--- src/rtl/o_fab_serializer_if.sv ---
// Parallel word handshake between user fabric logic and the output serializer.
// A word moves on a rising edge where DATA_VALID=1 and READY=1. A word offered while READY=0 is dropped.
interface o_fab_serializer_if #(
  parameter int WIDTH = 4
) ();
  logic [WIDTH-1:0] D;
  logic             DATA_VALID;
  logic             OE_IN;
  logic             READY;

  modport master (output D, output DATA_VALID, output OE_IN, input READY);
  modport slave  (input D, input DATA_VALID, input OE_IN, output READY);
endinterface

--- src/rtl/o_fab_serializer.sv ---
// Transmit serializer toward the pad. A holding register feeds a shift register, so
// consecutive words stream one bit per clock with no gap. OE_OUT is applied per word.
module o_fab_serializer #(
  parameter int WIDTH     = 4,
  parameter int LSB_FIRST = 1
) (
  input  logic                  CLK,
  input  logic                  RST,
  o_fab_serializer_if.slave     fab,
  output logic                  Q,
  output logic                  OE_OUT,
  output logic                  UNDERRUN,
  output logic                  state_dbg
);

  if (WIDTH < 3 || WIDTH > 10) begin : g_width_check
    $error("o_fab_serializer: WIDTH must be in 3..10");
  end

  localparam int CW = $clog2(WIDTH);
  localparam logic [CW-1:0] LAST = CW'(WIDTH - 1);

  typedef enum logic {IDLE = 1'b0, SHIFT = 1'b1} state_t;

  state_t           state_r, state_n;
  logic [WIDTH-1:0] hold_word_r, hold_word_n;
  logic             hold_oe_r, hold_oe_n;
  logic             hold_valid_r, hold_valid_n;
  logic [WIDTH-1:0] shreg_r, shreg_n;
  logic [CW-1:0]    cnt_r, cnt_n;
  logic             q_r, q_n;
  logic             oe_r, oe_n;
  logic             underrun_r, underrun_n;
  logic             xfer;

  assign fab.READY = ~hold_valid_r;
  assign Q         = q_r;
  assign OE_OUT    = oe_r;
  assign UNDERRUN  = underrun_r;
  assign state_dbg = state_r;

  always_comb begin
    state_n      = state_r;
    hold_word_n  = hold_word_r;
    hold_oe_n    = hold_oe_r;
    hold_valid_n = hold_valid_r;
    shreg_n      = shreg_r;
    cnt_n        = cnt_r;
    q_n          = q_r;
    oe_n         = oe_r;
    underrun_n   = 1'b0;

    // Accept needs an empty holding register and transfer needs a full one, so they never coincide.
    xfer = hold_valid_r && (state_r == IDLE || cnt_r == LAST);

    if (fab.DATA_VALID && !hold_valid_r) begin
      hold_word_n  = fab.D;
      hold_oe_n    = fab.OE_IN;
      hold_valid_n = 1'b1;
    end

    if (xfer) begin
      if (LSB_FIRST != 0) begin
        q_n     = hold_word_r[0];
        shreg_n = hold_word_r >> 1;
      end else begin
        q_n     = hold_word_r[WIDTH-1];
        shreg_n = hold_word_r << 1;
      end
      oe_n         = hold_oe_r;
      cnt_n        = '0;
      state_n      = SHIFT;
      hold_valid_n = 1'b0;
    end else if (state_r == SHIFT) begin
      if (cnt_r != LAST) begin
        if (LSB_FIRST != 0) begin
          q_n     = shreg_r[0];
          shreg_n = shreg_r >> 1;
        end else begin
          q_n     = shreg_r[WIDTH-1];
          shreg_n = shreg_r << 1;
        end
        cnt_n = cnt_r + 1'b1;
      end else begin
        // Word finished with nothing pending: line returns to quiet.
        state_n    = IDLE;
        q_n        = 1'b0;
        oe_n       = 1'b0;
        underrun_n = 1'b1;
      end
    end else begin
      q_n  = 1'b0;
      oe_n = 1'b0;
    end
  end

  always_ff @(posedge CLK or negedge RST) begin
    if (!RST) begin
      state_r      <= IDLE;
      hold_word_r  <= '0;
      hold_oe_r    <= 1'b0;
      hold_valid_r <= 1'b0;
      shreg_r      <= '0;
      cnt_r        <= '0;
      q_r          <= 1'b0;
      oe_r         <= 1'b0;
      underrun_r   <= 1'b0;
    end else begin
      state_r      <= state_n;
      hold_word_r  <= hold_word_n;
      hold_oe_r    <= hold_oe_n;
      hold_valid_r <= hold_valid_n;
      shreg_r      <= shreg_n;
      cnt_r        <= cnt_n;
      q_r          <= q_n;
      oe_r         <= oe_n;
      underrun_r   <= underrun_n;
    end
  end

endmodule
--- src/flat_wrapper.sv ---
// flat-port wrapper written by rule: the top's interface ports become plain ports
module o_fab_serializer_flat 
#(
  parameter int WIDTH     = 4,
  parameter int LSB_FIRST = 1
)
  (CLK, RST, Q, OE_OUT, UNDERRUN, state_dbg, fab_D, fab_DATA_VALID, fab_OE_IN, fab_READY);
  o_fab_serializer_if #(.WIDTH(WIDTH)) fab_i ();
  input  logic CLK;
  input  logic RST;
  output logic Q;
  output logic OE_OUT;
  output logic UNDERRUN;
  output logic state_dbg;
  input wire logic [$bits(fab_i.D)-1:0] fab_D;
  input wire logic [$bits(fab_i.DATA_VALID)-1:0] fab_DATA_VALID;
  input wire logic [$bits(fab_i.OE_IN)-1:0] fab_OE_IN;
  output wire logic [$bits(fab_i.READY)-1:0] fab_READY;
  assign fab_i.D = fab_D;
  assign fab_i.DATA_VALID = fab_DATA_VALID;
  assign fab_i.OE_IN = fab_OE_IN;
  assign fab_READY = fab_i.READY;
  o_fab_serializer #(.WIDTH(WIDTH), .LSB_FIRST(LSB_FIRST)) u_core (.CLK(CLK), .RST(RST), .fab(fab_i), .Q(Q), .OE_OUT(OE_OUT), .UNDERRUN(UNDERRUN), .state_dbg(state_dbg));
endmodule
--- config.mk ---
export PLATFORM = sky130hd
export DESIGN_NAME = o_fab_serializer_flat
export DESIGN_NICKNAME = d
export VERILOG_FILES = /design/src/rtl/o_fab_serializer_if.sv /design/src/rtl/o_fab_serializer.sv /design/src/flat_wrapper.sv
export SDC_FILE = /design/constraint.sdc
export NUM_CORES = 1
export LEC_CHECK = 0
export ABC_AREA = 1
export CAP_MARGIN = 20
export CORE_AREA = 2 2 39 41
export DETAILED_ROUTE_END_ITERATION = 6
export DIE_AREA = 0 0 41 43
export PLACE_DENSITY = 0.73
export SLEW_MARGIN = 40
export SYNTH_ARGS = -nofsm -noshare
export SYNTH_HDL_FRONTEND = slang
export SYNTH_SLANG_ARGS = --single-unit
export TNS_END_PERCENT = 100
--- constraint.sdc ---
create_clock -name CLK -period 1.9 [get_ports CLK]
set_input_delay 0.38 -clock CLK [delete_from_list [all_inputs] [get_ports CLK]]
set_output_delay 0.38 -clock CLK [all_outputs]
set_load 0.01 [all_outputs]
==> run summary <==
The run finished with clean final reports. The detail route stage leaves a number of antenna-violating nets equal to 0. The first global-routing pass estimated 1880 um of wire. The run gives 0.397 as the combinational group share of total power. The peak ir drop on the vdd network was 1.14 mV. The logs give 0 for the number of maximum-capacitance constraint violations and 0 for the number of setup violations in the final report. The tools report the cell row count as 14.

The share of synthesized area occupied by flip-flops and latches is 0.616. In this run, CTS created clock tree buffers numbering 3. Dividing the detail-routed wire length by the instance count gives 11.1 um. In this run the count of I/O pins placed on the die edge is 13. The first detailed-routing pass took 5 iterations. For the final database, setup skew stands at 1.36 ps.

The all-layer global routing usage was 0.162; the area used by sequential logic in the layout was 375 sq um. The level count of the clock H-tree is 1. After the first detailed-routing iteration, the DRC count stood at 13. The cell type with the largest total area after synthesis was sky130_fd_sc_hd__dfrtp_1. The tools report the post-cts resize count as 0.

The post-synthesis sequential element count is 15, and the sequential share of power is 0.456. OpenSTA, run right after detailed placement, puts the worst setup slack at 466 ps. The switching share of power was 0.383; the number of nets at the end of the flow was 90. By startpoint and endpoint, the worst setup path is classified as flop to output pin.

Power spread over the standard cell area amounts to 1540 nW/um^2. At the worst endpoint, the required time is 1520 ps. The floorplan step defined a die boundary enclosing 1760 sq um. 0 antenna diodes ended up in the layout. Summed over all cells, the static leakage comes to 0.388 nW. For this run, the top clock speed supported by timing is 0.575 GHz. The run gives 15 as the number of sinks handled by clock tree synthesis. The multi-input combinational cells in the finished layout cover a total of 204 sq um. The most critical setup path has its startpoint at u_core.hold_valid_r.

Setup repair after global routing left no endpoint under its margin. The routed design uses 539 um of met2 wire. Classification of the worst-slack hold path: input port to asynchronous set/reset pin. In this run the worst path has a maximum fanout of 7. The tools report the hold violation count in the final report as 0. The share of the core filled with cells in the final layout is 0.558. The minimum period implied by the final worst setup slack was 1740 ps.

In this run the critical register-to-register path is launched from u_core.cnt_r[0]. After clock tree synthesis, the clock-pin slew on the worst setup and hold paths is 80 ps. STA classifies the critical path startpoint as a flop.

TritonCTS built the clock tree. The commonest cells after synthesis are sky130_fd_sc_hd__nand2_1, sky130_fd_sc_hd__nand3_1, sky130_fd_sc_hd__dfrtp_1. Data on the critical path arrives at its endpoint at 1360 ps. The post-CTS setup buffer count was 0. The slew at the pin closest to its max-slew limit is 397 ps.

The ratio of cells with drive above 1 in the final layout came out at 0.0875. The run gives 2 as the maximum count of clock buffers along a single path. The post-route clock period utilization is 0.915. In the post-synthesis netlist, the biggest area contributors are sky130_fd_sc_hd__dfrtp_1, sky130_fd_sc_hd__nand2_1, sky130_fd_sc_hd__nand3_1. The synthesis warning total is 0, and the detailed placement HPWL is 788 um. Buffers inserted to repair hold after CTS numbered 0. Among all flip-flop cells after synthesis, the most frequent one is sky130_fd_sc_hd__dfrtp_1. Summed over all nets, wire length on met3 after detailed routing comes to 52 um. The element type at the critical path end is an output pin. In this run, synthesis inferred 0 flip-flops with an integrated enable. Yosys instantiated no cell more often than sky130_fd_sc_hd__nand2_1.

In this run the clock root is driven by a sky130_fd_sc_hd__clkbuf_4. Entering global routing, the biggest net connects 16 pins. The worst-case headroom to the max-slew limit is 0.735, and the netlist area before placement is 609 sq um.

The final max-slew violation count was 0; the core area was 1380 sq um. The minimum setup slack in the final design was 161 ps. Buffers placed on the I/O ports in this run total 12. Fill cells in the final layout number 127. The routed length on met1 is 449 um. The via count of the first global-routing pass came out at 439. The initial antenna violation count was 0. The starting density of the core came out at 0.440. The tools report the post-route setup TNS as 0 ps. The detailed router used layers up to and including met4. In this run, distinct cell masters in the synthesized netlist total 12.

The clock latency at the later pin of the worst-skew pair was 270 ps; the routability congestion estimate was 0.700. The portion of synthesized cell area occupied by the leading cell type came out at 0.616. The floorplan step set the die height to 43 um. The completed layout was analyzed and its total power is 0.00119 W.

The proportion of synthesized flip-flops having asynchronous set or reset was 1.00; the width of the die was 41 um. The switching power of the nets is 0.000454 W. The DRC violations left came out at 0. Synthesis produced a netlist with a net count of 73. Dividing the synthesized area by the synthesized cell count gives 9.52 sq um.

The tools report the overflow left after global routing as 0. The via total after detailed routing came out at 483. From synthesis to final layout, the design area changed by 26.7%. The logs give 0.147 for the relative contribution of the clock network to total power and 64 for the synthesized instance count.

For the aggregate routed wire length, the log shows 1060 um. In the routed layout, each cell is associated on average with a via count of 5.03. The tools report the internal portion of total power as 0.000731 W.
registers in the layout, indices dropped and copies added, names as in the netlist:
name / flops
u_core.hold_word_r: 4
u_core.shreg_r: 3
u_core.cnt_r: 2
u_core.OE_OUT: 1
u_core.Q: 1
u_core.UNDERRUN: 1
u_core.hold_oe_r: 1
u_core.hold_valid_r: 1
u_core.state_dbg: 1
metrics by stage:
step	hold WS, ps	instances	instance area (sq um)
2_1_floorplan	84.4	64	609
4_1_cts	404	96	772
3_5_place_dp	460	92	746
5_1_grt	418	96	772
6_report	402	96	772
3_3_place_gp	458	92	746
path summary, 6_finish.rpt:
path / depth (start not counted) / slack, ps / endpoint
min: 2 / 400 / u_core.cnt_r[1]
max: 2 / 160 / fab_READY
min in group CLK: 2 / 480 / u_core.hold_word_r[3]
max reg2reg: 5 / 570 / u_core.shreg_r[1]
min reg2reg: 2 / 480 / u_core.hold_word_r[3]
max in group asynchronous: 2 / 1330 / u_core.Q
metal layers:
layer | up-vias | track usage
li1 | 245 | -
met1 | 222 | 0.213
met2 | 14 | 0.225
met3 | 2 | 0.0314
met4 | 0 | 0.120
met5 | - | 0
critical path, stage by stage, from the launching register on:
cell and delay, ps:
sky130_fd_sc_hd__dfrtp_1 470, sky130_fd_sc_hd__inv_2 90, sky130_fd_sc_hd__clkdlybuf4s50_1 530
power by group through the flow:
stage,sequential [W],combinational [W],clock [W]
2_1_floorplan,0.000542,0.000323,0
4_1_cts,0.000542,0.000478,0.000179
5_1_grt,0.000557,0.000542,0.000195
6_report,0.000541,0.000471,0.000174
3_3_place_gp,0.000541,0.000457,0
3_5_place_dp,0.000548,0.000477,0
cell type report:
type	count	share of cell area
clock buffer	4	0.0340
multi-input combinational	44	0.264
sequential	15	0.486
tap	16	0.0259
timing repair buffer	14	0.175
inverter	3	0.0146
placed cells by master, fill, tap and decap left out, drive strengths merged, types with 2 or more instances in the layout:
cell type      count
dfrtp             15
o21ai              2
nand3             17
buf                2
inv                3
clkdlybuf4s50     12
nand2             22
clkbuf             4
logic make-up (layout without fill, tap and decap cells):
| kind of cell | count (synthesis) | after routing | share of synthesized area |
|---|---|---|---|
| compound gates | 2 | 2 | 0.0164 |
| fa+ha+maj | 1 | 1 | 0.0205 |
| buf+inv | 5 | 21 | 0.0493 |
| flops | 15 | 15 | 0.616 |
| simple gates | 41 | 41 | 0.298 |
Power figures use the tool's default switching activity.
